--- src/rtl/tick_scheduler_if.sv ---
// Configuration and tick-output bundle for tick_scheduler.
// The master writes channel configuration and observes the ticks. The slave is the scheduler.
interface tick_scheduler_if #(
  parameter int NCH = 4,
  parameter int PW  = 16
);
  logic           cfg_we;
  logic [2:0]     cfg_ch;
  logic [PW-1:0]  cfg_period;
  logic           cfg_oneshot;
  logic           cfg_en;
  logic           base_tick;
  logic [NCH-1:0] tick;
  logic [NCH-1:0] active;

  modport master (
    output cfg_we, cfg_ch, cfg_period, cfg_oneshot, cfg_en,
    input  base_tick, tick, active
  );

  modport slave (
    input  cfg_we, cfg_ch, cfg_period, cfg_oneshot, cfg_en,
    output base_tick, tick, active
  );
endinterface

--- src/rtl/tick_scheduler.sv ---
// Shared timebase: one free-running prescaler produces a base tick.
// NCH channels divide that base tick into one-cycle clock-enable pulses.
module tick_scheduler #(
  parameter int CLK_FREQ  = 100000000,
  parameter int TICK_FREQ = 1000,
  parameter int NCH       = 4,
  parameter int PW        = 16
) (
  input  logic              clk,
  input  logic              rst,
  tick_scheduler_if.slave   bus
);
  localparam int DIV = CLK_FREQ / TICK_FREQ;
  localparam int PSW = (DIV > 1) ? $clog2(DIV) : 1;
  localparam logic [PSW-1:0] PRESC_LAST = PSW'(DIV - 1);

  typedef enum logic {IDLE = 1'b0, RUN = 1'b1} state_t;

  logic [PSW-1:0] presc_reg;
  logic [PSW-1:0] presc_next;
  logic           base;
  logic [NCH-1:0] tick_vec;
  logic [NCH-1:0] active_vec;

  // Gating with rst keeps base_tick low while reset is held, even when DIV=1.
  assign base = (presc_reg == PRESC_LAST) && !rst;

  always_comb begin
    presc_next = presc_reg + PSW'(1);
    if (presc_reg == PRESC_LAST) begin
      presc_next = '0;
    end
  end

  always_ff @(posedge clk) begin
    if (rst) begin
      presc_reg <= '0;
    end else begin
      presc_reg <= presc_next;
    end
  end

  generate
    for (genvar gi = 0; gi < NCH; gi++) begin : g_ch
      state_t        state_reg, state_next;
      logic [PW-1:0] cnt_reg, cnt_next;
      logic [PW-1:0] period_reg, period_next;
      logic          oneshot_reg, oneshot_next;
      logic          tick_reg, tick_next;
      logic          wr;

      assign wr = bus.cfg_we && (bus.cfg_ch == 3'(gi));

      // A write to this channel overrides any expiry in the same cycle.
      always_comb begin
        state_next   = state_reg;
        cnt_next     = cnt_reg;
        period_next  = period_reg;
        oneshot_next = oneshot_reg;
        tick_next    = 1'b0;
        if (wr) begin
          if (bus.cfg_en && (bus.cfg_period != '0)) begin
            period_next  = bus.cfg_period;
            oneshot_next = bus.cfg_oneshot;
            cnt_next     = bus.cfg_period;
            state_next   = RUN;
          end else begin
            cnt_next   = '0;
            state_next = IDLE;
          end
        end else begin
          case (state_reg)
            RUN: begin
              if (base) begin
                if (cnt_reg > PW'(1)) begin
                  cnt_next = cnt_reg - PW'(1);
                end else begin
                  tick_next = 1'b1;
                  if (oneshot_reg) begin
                    cnt_next   = '0;
                    state_next = IDLE;
                  end else begin
                    cnt_next = period_reg;
                  end
                end
              end
            end
            default: begin
              state_next = IDLE;
            end
          endcase
        end
      end

      always_ff @(posedge clk) begin
        if (rst) begin
          state_reg   <= IDLE;
          cnt_reg     <= '0;
          period_reg  <= '0;
          oneshot_reg <= 1'b0;
          tick_reg    <= 1'b0;
        end else begin
          state_reg   <= state_next;
          cnt_reg     <= cnt_next;
          period_reg  <= period_next;
          oneshot_reg <= oneshot_next;
          tick_reg    <= tick_next;
        end
      end

      assign tick_vec[gi]   = tick_reg;
      assign active_vec[gi] = (state_reg == RUN);
    end
  endgenerate

  assign bus.base_tick = base;
  assign bus.tick      = tick_vec;
  assign bus.active    = active_vec;
endmodule

--- src/flat_wrapper.sv ---
// flat-port wrapper written by rule: the top's interface ports become plain ports
module tick_scheduler_flat 
#(
  parameter int CLK_FREQ  = 100000000,
  parameter int TICK_FREQ = 1000,
  parameter int NCH       = 4,
  parameter int PW        = 16
)
  (clk, rst, bus_cfg_we, bus_cfg_ch, bus_cfg_period, bus_cfg_oneshot, bus_cfg_en, bus_base_tick, bus_tick, bus_active);
  tick_scheduler_if #(.NCH(NCH), .PW(PW)) bus_i ();
  input  logic clk;
  input  logic rst;
  input wire logic [$bits(bus_i.cfg_we)-1:0] bus_cfg_we;
  input wire logic [$bits(bus_i.cfg_ch)-1:0] bus_cfg_ch;
  input wire logic [$bits(bus_i.cfg_period)-1:0] bus_cfg_period;
  input wire logic [$bits(bus_i.cfg_oneshot)-1:0] bus_cfg_oneshot;
  input wire logic [$bits(bus_i.cfg_en)-1:0] bus_cfg_en;
  output wire logic [$bits(bus_i.base_tick)-1:0] bus_base_tick;
  output wire logic [$bits(bus_i.tick)-1:0] bus_tick;
  output wire logic [$bits(bus_i.active)-1:0] bus_active;
  assign bus_i.cfg_we = bus_cfg_we;
  assign bus_i.cfg_ch = bus_cfg_ch;
  assign bus_i.cfg_period = bus_cfg_period;
  assign bus_i.cfg_oneshot = bus_cfg_oneshot;
  assign bus_i.cfg_en = bus_cfg_en;
  assign bus_base_tick = bus_i.base_tick;
  assign bus_tick = bus_i.tick;
  assign bus_active = bus_i.active;
  tick_scheduler #(.CLK_FREQ(CLK_FREQ), .TICK_FREQ(TICK_FREQ), .NCH(NCH), .PW(PW)) u_core (.clk(clk), .rst(rst), .bus(bus_i));
endmodule
--- config.mk ---
export PLATFORM = sky130hd
export DESIGN_NAME = tick_scheduler_flat
export DESIGN_NICKNAME = d
export VERILOG_FILES = /design/src/rtl/tick_scheduler_if.sv /design/src/rtl/tick_scheduler.sv /design/src/flat_wrapper.sv
export SDC_FILE = /design/constraint.sdc
export NUM_CORES = 1
export LEC_CHECK = 0
export CORE_UTILIZATION = 25
export CTS_CLUSTER_SIZE = 16
export DETAILED_ROUTE_END_ITERATION = 8
export PLACE_DENSITY_LB_ADDON = 0.25
export SLEW_MARGIN = 15
export SYNTH_ARGS = -nofsm -noshare
export SYNTH_HDL_FRONTEND = slang
export SYNTH_SLANG_ARGS = --single-unit
--- constraint.sdc ---
create_clock -name clk -period 3.4 [get_ports clk]
set_input_delay 0.51 -clock clk [delete_from_list [all_inputs] [get_ports clk]]
set_output_delay 0.51 -clock clk [all_outputs]
set_load 0.05 [all_outputs]
### Yosys cells after proc, flatten, opt, wreduce, memory -nomap -nowiden

Cells that the tools add are included.

| storage, ports and cells | value |
|---|---|
| flip-flop bits (word level) | 157 |
| input port bits | 24 |
| output and inout port bits | 9 |

| operators by class | value |
|---|---|
| $add $sub $neg | 5 |
| order comparisons | 4 |
| equality and inequality tests | 4 |
| muxes and demuxes | 46 |
| bitwise logic cells | 5 |
| reduce and logical (&&, ||, !) cells | 30 |

Operators by type and width:

| operator | number |
|---|---|
| 2-to-1 mux 16 bit | 21 |
| > comparator 16 x 1 -> 1 bit, second input constant | 4 |
| subtractor 16 x 1 -> 16 bit, second input constant | 4 |
| 2-to-1 mux 1 bit | 25 |
| adder 17 x 1 -> 17 bit, second input constant | 1 |
| == test 17 bit, second input constant | 1 |
| AND reduction 2 bit | 8 |
| nonzero test 16 bit | 1 |
| nonzero test 2 bit | 8 |
| OR reduction 4 bit | 4 |
| == test 3 x 2 -> 1 bit, second input constant | 2 |
| logical AND 1 bit | 6 |
| inverter 1 bit | 5 |
| == test 3 x 1 -> 1 bit, second input constant | 1 |
| zero test 3 bit | 1 |
| OR reduction 2 bit | 1 |
| zero test 1 bit | 1 |

### Depth between registers and ports, before layout

Gate-level depths: netlist of run 1.

| logic depth | value |
|---|---|
| depth after elaboration | 5 |
| depth in mapped cells | 9 |
| depth with buffers taken out | 8 |

### Worst setup path before layout of run 1

Ideal clock, no wire load.

| timing path | value |
|---|---|
| path kind | flip-flop to flip-flop |
| from | register u_core.presc_reg[14] |
| to | register u_core.g_ch[2].cnt_reg[7] |
| arrival time | 2.616 ns |
| data required time | 3.286 ns |
| path slack | 0.670 ns |
| stages on the path, launching flop included | 8 |
| path buffers | 1 |
| clock period less this slack | 2.730 ns |
| cell sequence | dfxtp_1 > or3b_2 > nor3_1 > and3_1 > clkbuf_1 > a211oi_1 > a22o_1 > a21o_1 |

| on the way | value |
|---|---|
| word-level cells in the longest chain between the ends | 4 |

Ends and longest elaborated chain:

| what | line | source |
|---|---|---|
| start: declaration | tick_scheduler.sv:19 | `logic [PSW-1:0] presc_reg;` |
| start signal: assignment | tick_scheduler.sv:39 | `presc_reg <= presc_next;` |
| == test 17 bit | tick_scheduler.sv:26 | `assign base = (presc_reg == PRESC_LAST) && !rst;` |
| logical AND 1 bit | tick_scheduler.sv:26 |  |
| via bus_base_tick | flat_wrapper.sv:18 | `output wire logic [$bits(bus_i.base_tick)-1:0] bus_base_tick;` |
| nonzero test 2 bit (no line) | - |  |
| AND reduction 2 bit (no line) | - |  |
| end signal: assignment | tick_scheduler.sv:104 | `cnt_reg <= cnt_next;` |
| end: declaration | tick_scheduler.sv:46 | `logic [PW-1:0] cnt_reg, cnt_next;` |

The timed path passes the listed nets, and every way through them passes these cells.
A chain may end at the register's enable or synchronous reset.

### Worst setup path after layout of run 1

| timing path | value |
|---|---|
| from | register u_core.g_ch[0].cnt_reg[4] |
| to | register u_core.g_ch[0].cnt_reg[4] |

| on the way | value |
|---|---|
| word-level cells in the longest chain between the ends | 5 |
| elaborated cells between the ends (all ways) | 6 |
| those cells by class | add/sub: 1; order compare: 1; mux: 4 |

Ends and longest elaborated chain:

| what | line | source |
|---|---|---|
| start: declaration | tick_scheduler.sv:46 |  |
| start signal: assignment | tick_scheduler.sv:104 |  |
| subtractor 16 x 1 -> 16 bit or > comparator 16 x 1 -> 1 bit (tied branches) | tick_scheduler.sv:76, tick_scheduler.sv:75 |  |
| 2-to-1 mux 16 bit (*) | tick_scheduler.sv:75 | `if (cnt_reg > PW'(1)) begin` |
| 2-to-1 mux 16 bit (*) | tick_scheduler.sv:74 | `if (base) begin` |
| 2-to-1 mux 16 bit (*) | tick_scheduler.sv:72 | `case (state_reg)` |
| 2-to-1 mux 16 bit (*) | tick_scheduler.sv:61 | `if (wr) begin` |

Mark *: on every way between the ends. The rest lies on a longest branch, timed or not. The select of a mux whose other input is x is not followed.

==> impl_metrics.toml, run 1 <==
[outcome]
outcome = "finished clean"

[clock_network]
clockBufferDepth = 2
cts-buffers-inserted = 17
hold_buffers = 0
cts.htree.levels = 4
clkSlewWorstSetupHoldPaths_ns = 0.07
root_buffer = "clkbuf_16"
cts_num_sinks = 157
insertion_delay_ns = 0.43
post_cts_resized = 0
cts_tree = "done"
cts_setup_buffers = 0

[worst_setup_path]
arrival_ns = 3.17
reg2reg_slack_ns = 0.57
r2r-start = "u_core.g_ch[0].cnt_reg[4]"
end_kind = "register"
critPathKind = "register to register"
crit_slowest_cell = "or4_1"
reg2reg_to = "u_core.g_ch[0].cnt_reg[4]"
cp_max_fo = 9
crit_end = "u_core.g_ch[0].cnt_reg[4]"
cp.required_ns = 3.74
rr_worst_depth = 6
path_cells = "or4_1, or4b_1, or2_1, nor3b_2, o21ai_1, a311oi_1"
startpoint_type = "register"
cp-startpoint = "u_core.g_ch[0].cnt_reg[4]"
cpPeakStageDelay_ns = 0.72

[pwr]
p_per_area_nw_per_um2 = 458
ir_drop_uv = 242
power.leakage_nw = 3.38

[final_layout]
nets = 1094
drive_above_1_share = 0.0905
final_core_util = 0.301
n_antenna_cell = 0
synthToLayoutAreaGrowth_pct = 17.2

[grt]
overflow = 0
grt_max_degree = 60
antenna_found_initial = 0
grt_pass1_vias = 7174
grt_usage = 0.157
grt_pass1_wl_um = 40600

[route]
wl_per_cell_um = 16.8
firstDrtPassIters = 5
drt_iter0_drc = 483
viasPerCell = 4.93
vias = 7436
routed_wl_um = 25300
drc = 0
drt.antenna.violating_nets = 0

[synthesis]
synth_fp_nets = 1079
synthArstFlopShare = 0
synth.avg_cell_area_sq_um = 7.80
synth-seq-area-share = 0.385
synth_cells = 1046
synthTopCellsByArea = "dfxtp_1, nand2_1, nor2_1, a21oi_1, xnor2_1"
synth-edff-count = 0
synth_top_area_frac = 0.385
yosysTopAreaCell = "dfxtp_1"
synth-warning-count = 0
yosys_most_used_dff = "dfxtp_1"
yosysMostFrequentCell = "dfxtp_1"
synth_seq_cells = 157
netlist_top_cells_count = "dfxtp_1, nand2_1, nor2_1"
yosys.cell_types.count = 59
syn_area_sq_um = 8150

[flow_run]
max_cap_viol_count = 0

[timing]
tightest_slew_ns = 1.05
rsz0062_at_grt = "no"
period_share = 0.833
max_slew_margin = 0.299
finalCriticalPeriod_ns = 2.83
fmax_mhz = 353
setup_viol = 0
drv_slew = 0
finalHoldViolCount = 0
fin_tns_setup_ns = 0
clock_skew_ns = 0.0132

[placement]
globalplace.congestion = 0.831
hpwl_um = 17100
port_buffers = 32

[die]
rows = 65
die_h_um = 183
die_x_um = 183
io_pins = 33
initial_core_util = 0.256
dieArea_sq_um = 33300
coreArea_sq_um = 31800

[worst_hold_path]
hp-class = "register to register"
hold_depth = 1
==> placed cells by master (no fill, tap or decap), types with 3 or more instances in the layout <==
cell,count
clkinv_2,5
nand2b_1,10
o21ai_1,10
or4b_1,3
o221ai_1,3
nor4_1,23
nor3b_2,9
dfxtp_1,157
inv_1,21
xnor2_1,32
clkbuf_16,17
a21o_1,7
o31ai_1,3
buf_4,45
or4_1,12
a31oi_1,30
o21ai_0,47
nor3b_1,8
nor2b_1,10
and2_1,4
a311oi_1,17
and4_1,3
xor2_1,27
ha_1,9
nand2_1,147
a21oi_1,72
or3b_2,3
o211ai_1,15
nor2_1,122
and3_1,10
nand4_1,8
clkinvlp_4,3
a22o_1,5
or2_2,3
or3_1,5
nand3_1,37
nor3_1,26
mux2i_1,17
clkdlybuf4s50_1,30
a22oi_1,24
==> routing by layer <==
layer | global-route usage | wire length, um
met5 | 0 | 0
met4 | 0.0447 | 414
met3 | 0.0271 | 1170
met2 | 0.260 | 11800
met1 | 0.209 | 11900
==> worst min path at each step <==
stage	from	to	slack, ns
after floorplan	u_core.presc_reg[0]	u_core.presc_reg[0]	0.42
after global placement	u_core.presc_reg[0]	u_core.presc_reg[0]	0.43
after detailed placement	u_core.presc_reg[0]	u_core.presc_reg[0]	0.44
after CTS	u_core.presc_reg[0]	u_core.presc_reg[0]	0.45
after global routing	u_core.g_ch[0].period_reg[11]	u_core.g_ch[0].period_reg[11]	0.48
final	u_core.presc_reg[0]	u_core.presc_reg[0]	0.45
==> cell families (layout without fill, tap and decap cells) <==
kind of cell | Yosys count | after routing | synth area share
AND/OR/NAND/NOR | 457 | 457 | 0.275
AO/OA/AOI/OAI | 246 | 246 | 0.188
flip-flops | 157 | 157 | 0.385
buffers and inverters | 100 | 126 | 0.0526
XOR/XNOR | 59 | 59 | 0.0634
multiplexers | 18 | 18 | 0.0222
adder cells (fa/ha/maj) | 9 | 9 | 0.0138
==> cell type report <==
| type | instances | area [sq um] |
|---|---|---|
| Multi-Input combinational cell | 789 | 4600 |
| Fill cell | 3403 | 22200 |
| Timing Repair Buffer | 75 | 638 |
| Sequential cell | 157 | 3140 |
| Tap cell | 435 | 544 |
| Inverter | 21 | 78.8 |
| Clock buffer | 18 | 429 |
| Clock inverter | 12 | 125 |
==> power by group <==
part           leakage [nW]  internal (mW)  switching [mW]  total (mW)
clock                 0.267           1.07           0.799        1.87
sequential             1.27           1.87          0.0299        1.90
combinational          1.84          0.242           0.375       0.618
total                  3.38           3.18            1.20        4.38
==> metrics by stage <==
stage	hold WS, ns	total power [mW]	setup WS, ns	area, sq um	instances
6_report	0.445	4.38	0.568	9560	1507
5_1_grt	0.476	4.58	0.426	9560	1507
4_1_cts	0.449	4.43	0.580	9560	1507
3_5_place_dp	0.440	2.56	0.258	9010	1477
3_3_place_gp	0.432	2.56	0.331	9010	1477
2_1_floorplan	0.418	2.36	0.670	8150	1046
==> critical path: cells and delay by family, from the launching register on <==
kind | cells | cell delay, ns
AOI/OAI and AO/OA | 2 | 0.39
and+or+nand+nor | 4 | 1.98
DFF | 1 | 0.37
No activity file was read; power rests on OpenSTA's default activity.
==> inputs of run 2 (changes only) <==
Clock period 3.4 ns to 2.9 ns, I/O delays scaled along.
==> impl_metrics.toml, run 2 (synthesized netlist as in run 1, its figures left out) <==
[die]
coreArea_sq_um = 31800
die_x_um = 183
die_h_um = 183
initial_core_util = 0.256
dieArea_sq_um = 33300
io_pins = 33
rows = 65

[pwr]
power.total_mw = 5.19
ir_drop_uv = 342
p_per_area_nw_per_um2 = 536
power.leakage_nw = 3.44

[clock_network]
cts.htree.levels = 4
clockBufferDepth = 2
cts_setup_buffers = 0
cts_num_sinks = 157
cts_tree = "done"
post_cts_resized = 0
root_buffer = "clkbuf_16"
insertion_delay_ns = 0.44
hold_buffers = 0
clkSlewWorstSetupHoldPaths_ns = 0.07
cts-buffers-inserted = 17

[grt]
grt_usage = 0.157
grt_pass1_wl_um = 40700
grt_max_degree = 56
grt_pass1_vias = 7262
antenna_found_initial = 0
overflow = 0

[placement]
postPlaceCellArea_sq_um = 9110
port_buffers = 32
globalplace.congestion = 0.816
dp.cells = 1488
dpl_worst_slack_ns = 0.0695
hpwl_um = 17200

[timing]
period_share = 0.909
clock_skew_ns = 0.0154
fin_tns_setup_ns = 0
setup_viol = 0
finalCriticalPeriod_ns = 2.64
fmax_mhz = 379
drv_slew = 0
rsz0062_at_grt = "no"
tightest_slew_ns = 0.989
fin_hold_ws_ns = 0.335
fin_ws_ns = 0.265
max_slew_margin = 0.338
finalHoldViolCount = 0

[worst_setup_path]
cp_max_fo = 6
critPathKind = "register to primary output"
arrival_ns = 2.20
cp.required_ns = 2.47
end_kind = "primary output"
startpoint_type = "register"

[route]
routed_wl_um = 25300
firstDrtPassIters = 5
wl_per_cell_um = 16.7
vias = 7459
drc = 0
viasPerCell = 4.91
drt_iter0_drc = 528
drt.antenna.violating_nets = 0

[final_layout]
fin_area_sq_um = 9690
final_core_util = 0.305
stdcell_count = 1520
final_cell_mix = "dfxtp_1, nand2_1, nor2_1, a21oi_1, buf_4"
drive_above_1_share = 0.101
final_common_cell = "dfxtp_1"
n_antenna_cell = 0
nets = 1105
nFillCells = 3418
synthToLayoutAreaGrowth_pct = 18.8

[worst_hold_path]
hp-class = "primary input to register"

[outcome]
outcome = "finished clean"

[flow_run]
max_cap_viol_count = 0
## run 2: cell types whose count changed in the layout (fill, tap and decap cells not counted), sizes merged
cell      change
buf          +11
bufinv        -1
clkbuf        +1
clkinv        -5
clkinvlp      +1
inv           +6
## run 2: worst max-delay path, stage by stage, from the launching register on
cell	delay (ns)
dfxtp_1	0.34
or3b_2	0.51
nor3_1	0.15
buf_4	0.17
and3_1	0.22
buf_4	0.23
buf_12	0.16
## run 2: path summary, 6_finish.rpt
| kind | startpoint | to | slack (ns) | cells after the start |
|---|---|---|---|---|
| max | u_core.presc_reg[14] | bus_base_tick | 0.26 | 6 |
| min | rst | u_core.g_ch[1].period_reg[14] | 0.33 | 2 |
| max reg2reg | u_core.g_ch[0].cnt_reg[4] | u_core.g_ch[0].cnt_reg[6] | 0.30 | 6 |
| min reg2reg | u_core.presc_reg[0] | u_core.presc_reg[0] | 0.45 | 1 |
## run 2: routing by layer
layer	global-route usage	vias to the layer above	share of wire
met5	0	-	0
met4	0.0592	0	0.028
met3	0.0283	31	0.032
met2	0.253	145	0.45
met1	0.209	3518	0.49
li1	-	3765	-
## run 2: report_power, final
group | internal, mW | switching (mW) | total, mW
combinational | 0.293 | 0.443 | 0.737
clock | 1.23 | 1.01 | 2.23
sequential | 2.19 | 0.0351 | 2.22
total | 3.71 | 1.49 | 5.19
## run 2: final cells by class
type                       instances  area (sq um)  area share
timing repair buffer              86           746      0.0770
inverter                          21          78.8     0.00814
clock buffer                      19           443      0.0457
clock inverter                    13           131      0.0136
sequential                       157          3140       0.324
multi-input combinational        789          4600       0.475
tap                              435           544      0.0562
